<file path="config.mk">
export PLATFORM = sky130hd
export DESIGN_NAME = score_keeper
export DESIGN_NICKNAME = d
export VERILOG_FILES = /design/src/rtl/score_keeper_pkg.sv /design/src/rtl/score_keeper_sync_rise.sv /design/src/rtl/score_keeper.sv
export SDC_FILE = /design/constraint.sdc
export NUM_CORES = 1
export LEC_CHECK = 0
export CORE_UTILIZATION = 55
export DETAILED_ROUTE_END_ITERATION = 7
export MAX_ROUTING_LAYER = met4
export PLACE_DENSITY = 0.86
export RECOVER_POWER = 100
export SLEW_MARGIN = 25
export SYNTH_ARGS = -nofsm -noshare
export SYNTH_HDL_FRONTEND = slang
export SYNTH_SLANG_ARGS = --single-unit
</file>
<file path="constraint.sdc">
create_clock -name segclk -period 3.9 [get_ports segclk]
set_clock_uncertainty 0.05 [all_clocks]
set_input_delay 0.585 -clock segclk [delete_from_list [all_inputs] [get_ports segclk]]
set_output_delay 0.585 -clock segclk [all_outputs]
set_load 0.02 [all_outputs]
</file>
<file path="src/rtl/score_keeper_pkg.sv">
// Shared types and constants for the score_keeper slice: FSM state encoding,
// winner codes and score width.
package score_pkg;

   typedef enum logic [1:0] {
      ST_PLAY    = 2'b00,
      ST_HOLDOFF = 2'b01,
      ST_OVER    = 2'b10
   } state_t;

   typedef enum logic [1:0] {
      WIN_NONE = 2'b00,
      WIN_P1   = 2'b01,
      WIN_P2   = 2'b10
   } winner_t;

   localparam int SCORE_W                    = 3;
   localparam int CNT_W                      = 16;
   localparam int unsigned DEFAULT_WIN_SCORE = 5;

endpackage

</file>
<file path="src/rtl/score_keeper_sync_rise.sv">
// Two-flop synchroniser with a one-flop history, producing a one-cycle
// strobe on each rising edge of an asynchronous level.
module sync_rise (
   input  logic segclk,
   input  logic clr,
   input  logic din,
   output logic rise
);

   logic [1:0] sync;
   logic       hist;
   logic [2:0] arm;

   always_ff @(posedge segclk or posedge clr) begin
      if (clr) begin
         sync <= '0;
         hist <= 1'b0;
         arm  <= '0;
      end else begin
         sync <= {sync[0], din};
         hist <= sync[1];
         arm  <= {arm[1:0], 1'b1};
      end
   end

   // arm holds off the first edge after reset so a level already high when
   // clr releases loads the history flop instead of counting as a rise
   assign rise = sync[1] & ~hist & arm[2];

endmodule

</file>
<file path="src/rtl/score_keeper.sv">
// Two-player point counter: synchronised point/new-game edges drive a
// PLAY/HOLDOFF/OVER state machine with registered scores and status.
module score_keeper
   import score_pkg::*;
#(
   parameter int unsigned WIN_SCORE = DEFAULT_WIN_SCORE,
   parameter int unsigned HOLDOFF   = 256
) (
   input  logic               segclk,
   input  logic               clr,
   input  logic               p1_pt,
   input  logic               p2_pt,
   input  logic               new_game,
   output logic [SCORE_W-1:0] p1,
   output logic [SCORE_W-1:0] p2,
   output logic               game_over,
   output logic [1:0]         winner,
   output logic               serve,
   output logic               pt_pulse
);

   localparam logic [SCORE_W-1:0] WIN_VAL   = SCORE_W'(WIN_SCORE);
   localparam logic [CNT_W-1:0]   HOLD_LOAD = CNT_W'(HOLDOFF - 1);

   logic               p1_rise;
   logic               p2_rise;
   logic               ng_rise;
   logic [SCORE_W-1:0] p1_inc;
   logic [SCORE_W-1:0] p2_inc;
   logic [CNT_W-1:0]   cnt;
   state_t             state;

   sync_rise u_sync_p1 (.segclk(segclk), .clr(clr), .din(p1_pt),    .rise(p1_rise));
   sync_rise u_sync_p2 (.segclk(segclk), .clr(clr), .din(p2_pt),    .rise(p2_rise));
   sync_rise u_sync_ng (.segclk(segclk), .clr(clr), .din(new_game), .rise(ng_rise));

   always_comb begin
      p1_inc = p1 + SCORE_W'(1);
      p2_inc = p2 + SCORE_W'(1);
   end

   always_ff @(posedge segclk or posedge clr) begin
      if (clr) begin
         state     <= ST_PLAY;
         cnt       <= '0;
         p1        <= '0;
         p2        <= '0;
         game_over <= 1'b0;
         winner    <= WIN_NONE;
         serve     <= 1'b0;
         pt_pulse  <= 1'b0;
      end else begin
         pt_pulse <= 1'b0;
         if (ng_rise) begin
            state     <= ST_PLAY;
            cnt       <= '0;
            p1        <= '0;
            p2        <= '0;
            game_over <= 1'b0;
            winner    <= WIN_NONE;
            serve     <= 1'b0;
         end else begin
            case (state)
               ST_PLAY: begin
                  if (p1_rise && !p2_rise) begin
                     p1       <= p1_inc;
                     pt_pulse <= 1'b1;
                     serve    <= 1'b1;
                     if (p1_inc == WIN_VAL) begin
                        state     <= ST_OVER;
                        game_over <= 1'b1;
                        winner    <= WIN_P1;
                     end else begin
                        state <= ST_HOLDOFF;
                        cnt   <= HOLD_LOAD;
                     end
                  end else if (p2_rise && !p1_rise) begin
                     p2       <= p2_inc;
                     pt_pulse <= 1'b1;
                     serve    <= 1'b0;
                     if (p2_inc == WIN_VAL) begin
                        state     <= ST_OVER;
                        game_over <= 1'b1;
                        winner    <= WIN_P2;
                     end else begin
                        state <= ST_HOLDOFF;
                        cnt   <= HOLD_LOAD;
                     end
                  end
               end
               ST_HOLDOFF: begin
                  if (cnt == '0) begin
                     state <= ST_PLAY;
                  end else begin
                     cnt <= cnt - CNT_W'(1);
                  end
               end
               ST_OVER: begin
                  game_over <= 1'b1;
               end
               default: begin
                  state <= ST_PLAY;
               end
            endcase
         end
      end
   end

endmodule
</file>
==> results of run 1 <==
-- worst max-delay path, cell delays in order (launching register included) --
cell and delay [ns]:
dfrtp_1 0.45, inv_1 0.08, ha_1 0.19, or3b_1 0.50, or4b_1 0.65, or4b_1 0.70, o21ai_0 0.34, a22o_1 0.24
-- synth_stat cells (2+ instances only) --
| cell | instances | area, µm² |
|---|---|---|
| dfrtp_1 | 41 | 1030 |
| nor2_1 | 19 | 71.3 |
| nand2_1 | 14 | 52.6 |
| nor3_1 | 13 | 65.1 |
| a21oi_1 | 10 | 50.1 |
| inv_1 | 10 | 37.5 |
| a31oi_1 | 8 | 50.1 |
| ha_1 | 7 | 87.6 |
| nor2b_1 | 6 | 37.5 |
| clkbuf_1 | 5 | 18.8 |
| o31ai_1 | 5 | 37.5 |
| nand2b_1 | 4 | 25.0 |
| o21ai_0 | 4 | 20.0 |
| a21o_1 | 3 | 22.5 |
| nand3b_1 | 3 | 22.5 |
| nor4_1 | 3 | 18.8 |
| o22ai_1 | 3 | 18.8 |
| xnor2_1 | 3 | 26.3 |
| xor2_1 | 3 | 26.3 |
| a22o_1 | 2 | 17.5 |
| buf_6 | 2 | 22.5 |
| mux2_4 | 2 | 30.0 |
| mux2i_1 | 2 | 20.0 |
| nand3_1 | 2 | 10.0 |
| nor4b_1 | 2 | 17.5 |
| or3_1 | 2 | 12.5 |
| or4_2 | 2 | 17.5 |
| or4b_4 | 2 | 27.5 |
-- area by class of cell --
type / count / area, µm² / area share, %
Sequential cell: 41 / 1030 / 45.4
Multi-Input combinational cell: 138 / 887 / 39.2
Timing Repair Buffer: 18 / 165 / 7.30
Tap cell: 46 / 57.6 / 2.54
Clock buffer: 6 / 51.3 / 2.27
Clock inverter: 2 / 37.5 / 1.66
Inverter: 10 / 37.5 / 1.66
-- per-layer routing --
layer / global-route usage (%) / routed length (µm)
met1: 29.1 / 1690
met2: 31.3 / 1700
met3: 4.56 / 150
met4: 9.59 / 63
met5: - / 0
-- worst paths after layout --
| path | end | start | depth (start not counted) | slack, ns |
|---|---|---|---|---|
| worst max-delay path | cnt[10] | cnt[0] | 7 | 0.65 |
| worst min-delay path | u_sync_ng.arm[2] | u_sync_ng.arm[1] | 0 | 0.31 |
| worst max register to register | cnt[10] | cnt[0] | 7 | 0.65 |
| worst min register to register | u_sync_ng.arm[2] | u_sync_ng.arm[1] | 0 | 0.31 |
| max in group asynchronous | p2[0] | clr | 3 | 1.20 |
| min in group asynchronous | p2[2] | clr | 3 | 1.39 |
-- flip-flops by register name, indices dropped and copies added, names as in the netlist, 2 cells and up --
register / count
u_sync_ng.arm: 3
cnt: 16
u_sync_p1.sync: 2
winner: 2
u_sync_p2.sync: 2
state: 2
p1: 3
u_sync_ng.sync: 2
p2: 3
-- kinds of logic (layout without fill, tap and decap cells) --
logic type / after synthesis / after routing / synth area share [%]
buffers and inverters: 18 / 36 / 4.28
other: 1 / 1 / 0.186
AO/OA/AOI/OAI: 43 / 43 / 14.6
adder cells (fa/ha/maj): 7 / 7 / 4.34
flip-flops: 41 / 41 / 50.8
multiplexers: 4 / 4 / 2.48
AND/OR/NAND/NOR: 77 / 77 / 20.6
XOR/XNOR: 6 / 6 / 2.60
-- report_power, final --
group | internal (mW) | switching, mW
clock | 0.152 | 0.136
sequential | 0.477 | 0.0617
combinational | 0.0972 | 0.128
==> impl_metrics.py, run 1 <==
metrics = {
    "place": {
        "hpwl_um": 2490,
        "dpl_cell_area_um2": 2200,
        "pre_cts_ws_ns": 0.880,
        "dp_cells": 253,
        "port_buffers": 15,
        "gp_congestion": 0.840,
    },
    "clocking": {
        "h-tree-depth": 2,
        "cts_made_buffers": 5,
        "cts_resized": 0,
        "path_clk_slew_ns": 0.12,
        "cts_tree": "done",
        "cts.sinks": 41,
        "cts_root_buf": "clkbuf_4",
        "cts_hold_buf": 0,
        "cts_buffer_depth": 2,
        "clock_latency_ns": 0.35,
        "postCtsSetupBuffers": 0,
    },
    "worst_setup_path": {
        "worstSetupPathType": "flop to flop",
        "endpoint_kind": "flop",
        "startpoint_type": "flop",
        "arrival_ns": 3.48,
        "worstPathRequired_ns": 4.14,
        "crit_fanout": 9,
    },
    "synthesis": {
        "synthFlopType": "dfrtp_1",
        "synth_warnings": 0,
        "ys_seq_area_share_pct": 50.8,
        "synth-seq-cells": 41,
        "postSynthCellCount": 197,
        "avgSynthCellArea_um2": 10.2,
        "synthDistinctLibCells": 43,
        "synth_area_um2": 2020,
        "synth-async-reset-ratio_pct": 100,
        "synth_edf_count": 0,
        "synth_fp_nets": 209,
    },
    "floorplan": {
        "fp.dieW_um": 62.6,
        "initial_utilization_pct": 59.1,
        "num_io_pins": 16,
        "rows": 21,
        "core_area_um2": 3420,
        "chipHeight_um": 62.6,
        "dieArea_um2": 3920,
    },
    "finish": {
        "final_cell_mix": "dfrtp_1, nor2_1, dlygate4sd3_1",
        "instances_no_fill": 261,
        "final_common_cell": "dfrtp_1",
        "drive_gt1_share_pct": 6.51,
        "syn2layout_area_growth_pct": 12.1,
        "nets": 226,
        "nFillCells": 269,
        "fin_area_um2": 2260,
        "final_util_pct": 66.2,
        "n_antenna_cell": 0,
    },
    "grt": {
        "grt_start_max_net_pins": 42,
        "antenna_found_initial": 0,
        "grt_remaining_overflow": 0,
        "grt_usage_pct": 21.5,
        "grt_pass1_vias": 1347,
        "grt_pass1_wl_um": 6380,
    },
    "timing": {
        "setup_tns_ns": 0,
        "hold_violations": 0,
        "rsz0062_at_grt": "no",
        "holdWs_ns": 0.309,
        "fin_crit_ns": 3.25,
        "slew_headroom_pct": -42.4,
        "worst_pin_slew_ns": 2.14,
        "period_share_pct": 83.2,
        "fmax_mhz": 308,
        "maxSlewViolCount": 42,
        "fin_ws_ns": 0.654,
        "setup_viol": 0,
    },
    "route": {
        "drtIter0Drc": 81,
        "routed_wl_um": 3600,
        "route.detailed.drc": 0,
        "vias": 1510,
        "dr.pass1.iters": 4,
        "ant_nets": 0,
        "viasPerCell": 5.79,
        "wl_per_cell_um": 13.8,
    },
    "pwr": {
        "p_leak_nw": 1.05,
        "ir_worst_vdd_uv": 392,
        "power_per_cell_area_nw_per_um2": 465,
        "total_power_mw": 1.05,
    },
    "run_status": {
        "status": "finished with violations",
        "violations": "max-capacitance violations, max-slew violations",
    },
    "run": {
        "drv_cap": 1,
    },
    "worst_hold_path": {
        "worst_hold_path_type": "flop to flop",
    },
}
No activity file was read; power rests on OpenSTA's default activity.
==> run 2: changes to the inputs <==
clock period = 3.3 ns   (was 3.9 ns; I/O delays follow)
==> run 2 against run 1 <==
Compared with the run above: the flow still finishes with violations (max-capacitance violations, max-slew violations); worst setup slack got worse by 0.37 ns; sequential share of layout area increased by 0.23 points; sequential cell count did not move; first-iteration DRC count is 62% higher.
==> impl_metrics.py, run 2 (synthesized netlist as in run 1, its figures left out) <==
metrics = {
    "pwr": {
        "seqPwrFrac_pct": 53.1,
        "power_per_cell_area_nw_per_um2": 533,
        "p_int_uw": 775,
        "switchingPower_uw": 424,
        "switching_share_pct": 35.3,
        "ir_worst_vdd_uv": 363,
        "pwr-share-clk_pct": 24.2,
        "power_frac_comb_pct": 22.7,
        "p_leak_nw": 1.06,
    },
    "finish": {
        "largest-register": "cnt",
        "n_antenna_cell": 0,
        "syn2layout_area_growth_pct": 11.5,
        "largest_register_ffs": 16,
        "final_common_cell": "dfrtp_1",
        "instances_no_fill": 263,
        "nets": 228,
        "drive_gt1_share_pct": 7.37,
        "final_cell_mix": "dfrtp_1, nor2_1, dlygate4sd3_1",
    },
    "route": {
        "viasPerCell": 5.85,
        "vias": 1539,
        "ant_nets": 0,
        "route.detailed.drc": 0,
        "routed_wl_um": 3650,
        "dr.pass1.iters": 5,
        "wl_per_cell_um": 13.9,
        "drtIter0Drc": 131,
    },
    "grt": {
        "antenna_found_initial": 0,
        "grt_pass1_vias": 1439,
        "grt_pass1_wl_um": 6460,
        "grt_remaining_overflow": 0,
        "grt_usage_pct": 21.6,
        "grt_start_max_net_pins": 42,
    },
    "worst_setup_path": {
        "worstSetupPathType": "flop to flop",
        "r2r_end": "cnt[0]",
        "slowest_stage": "or4b_1",
        "startpoint_type": "flop",
        "worstPathRequired_ns": 3.51,
        "critical_path.max_stage_delay_ns": 0.63,
        "path_cells": "inv_1, ha_1, or3b_1, or4b_1, or4b_4, o21a_1, mux2_1",
        "regToRegSetupSlack_ns": 0.28,
        "r2r_start": "cnt[1]",
        "rr_worst_depth": 7,
        "arrival_ns": 3.23,
        "endpoint_kind": "flop",
        "crit_fanout": 8,
    },
    "timing": {
        "maxSlewViolCount": 42,
        "hold_violations": 0,
        "slew_headroom_pct": -39.1,
        "fmax_mhz": 332,
        "rsz0062_at_grt": "no",
        "setup_viol": 0,
        "fin_crit_ns": 3.02,
        "setup_tns_ns": 0,
        "period_share_pct": 91.4,
        "worst_pin_slew_ns": 2.09,
    },
    "clocking": {
        "clock_latency_ns": 0.37,
        "cts_root_buf": "clkbuf_4",
        "path_clk_slew_ns": 0.15,
        "cts.sinks": 41,
        "cts_buffer_depth": 2,
        "postCtsSetupBuffers": 0,
        "cts_tree": "done",
        "cts_hold_buf": 0,
        "cts_made_buffers": 5,
        "cts_resized": 0,
        "h-tree-depth": 2,
    },
    "place": {
        "hpwl_um": 2400,
        "dp_cells": 255,
        "port_buffers": 15,
        "gp_congestion": 0.884,
    },
    "floorplan": {
        "dieArea_um2": 3920,
        "fp.dieW_um": 62.6,
        "initial_utilization_pct": 59.1,
        "rows": 21,
        "core_area_um2": 3420,
        "num_io_pins": 16,
        "chipHeight_um": 62.6,
    },
    "run_status": {
        "violations": "max-capacitance violations, max-slew violations",
        "status": "finished with violations",
    },
    "run": {
        "drv_cap": 1,
    },
    "worst_hold_path": {
        "worst_hold_path_type": "flop to flop",
        "holdPathEnd": "u_sync_p2.sync[1]",
        "hold_start": "u_sync_p2.sync[0]",
        "worstHoldPathCells": 0,
    },
}
-- run 2: cell count changes in the layout (fill, tap and decap cells not counted) --
cell        change
o21ai_1         +1
o21a_4          -1
inv_8           +1
buf_4           +2
o21ai_0         -1
o21a_1          +1
clkbuf_8        -1
clkinvlp_4      -1
or4b_1          -1
bufinv_16       -1
inv_6           +2
or4b_4          +1
-- run 2: final cells by class --
cell class | count | area [µm²]
Tap cell | 46 | 57.6
Timing Repair Buffer | 20 | 180
Inverter | 10 | 37.5
Sequential cell | 41 | 1030
Fill cell | 272 | 1160
Clock buffer | 5 | 37.5
Multi-Input combinational cell | 138 | 883
Clock inverter | 3 | 28.8
-- run 2: through the flow --
step	total power [mW]	area, µm²	hold slack, ns	utilization, %	worst slack (ns)
after detailed placement	0.935	2210	0.287	64.8	0.423
after CTS	1.22	2280	0.320	66.8	0.393
after floorplan	0.846	2020	0.281	-	0.382
after global placement	0.926	2210	0.282	64.8	0.484
final	1.20	2250	0.316	65.9	0.284
after global routing	1.27	2250	0.323	65.9	0.169
-- run 2: power groups by stage --
| stage | combinational [mW] | sequential (mW) | clock (mW) |
|---|---|---|---|
| finish | 0.272 | 0.637 | 0.290 |
| global route | 0.308 | 0.647 | 0.314 |
| CTS | 0.293 | 0.635 | 0.294 |
| detailed placement | 0.291 | 0.643 | 0 |
| global placement | 0.286 | 0.641 | 0 |
| floorplan | 0.205 | 0.641 | 0 |
-- run 2: worst max-delay path: cells and delay by family, from the launching register on --
kind | cells | cell delay (ns)
and+or+nand+nor | 3 | 1.63
DFF | 1 | 0.45
muxes | 1 | 0.33
AOI/OAI and AO/OA | 1 | 0.17
buffers and inverters | 1 | 0.09
adders and majority gates | 1 | 0.19
-- run 2: worst max-delay path by stage --
stage	endpoint	depth (start not counted)	from	slack (ns)
6_report	cnt[0]	7	cnt[1]	0.28
3_3_place_gp	cnt[0]	7	cnt[0]	0.48
5_1_grt	winner[1]	3	clr	0.17
4_1_cts	cnt[0]	7	cnt[0]	0.39
2_1_floorplan	cnt[0]	9	cnt[0]	0.38
3_5_place_dp	cnt[0]	7	cnt[0]	0.42
-- run 2: metal layers --
| metal | routed length (µm) | GRT usage [%] |
|---|---|---|
| met1 | 1780 | 29.1 |
| met2 | 1680 | 32.7 |
| met3 | 160 | 5.47 |
| met4 | 36 | 5.81 |
| met5 | 0 | - |
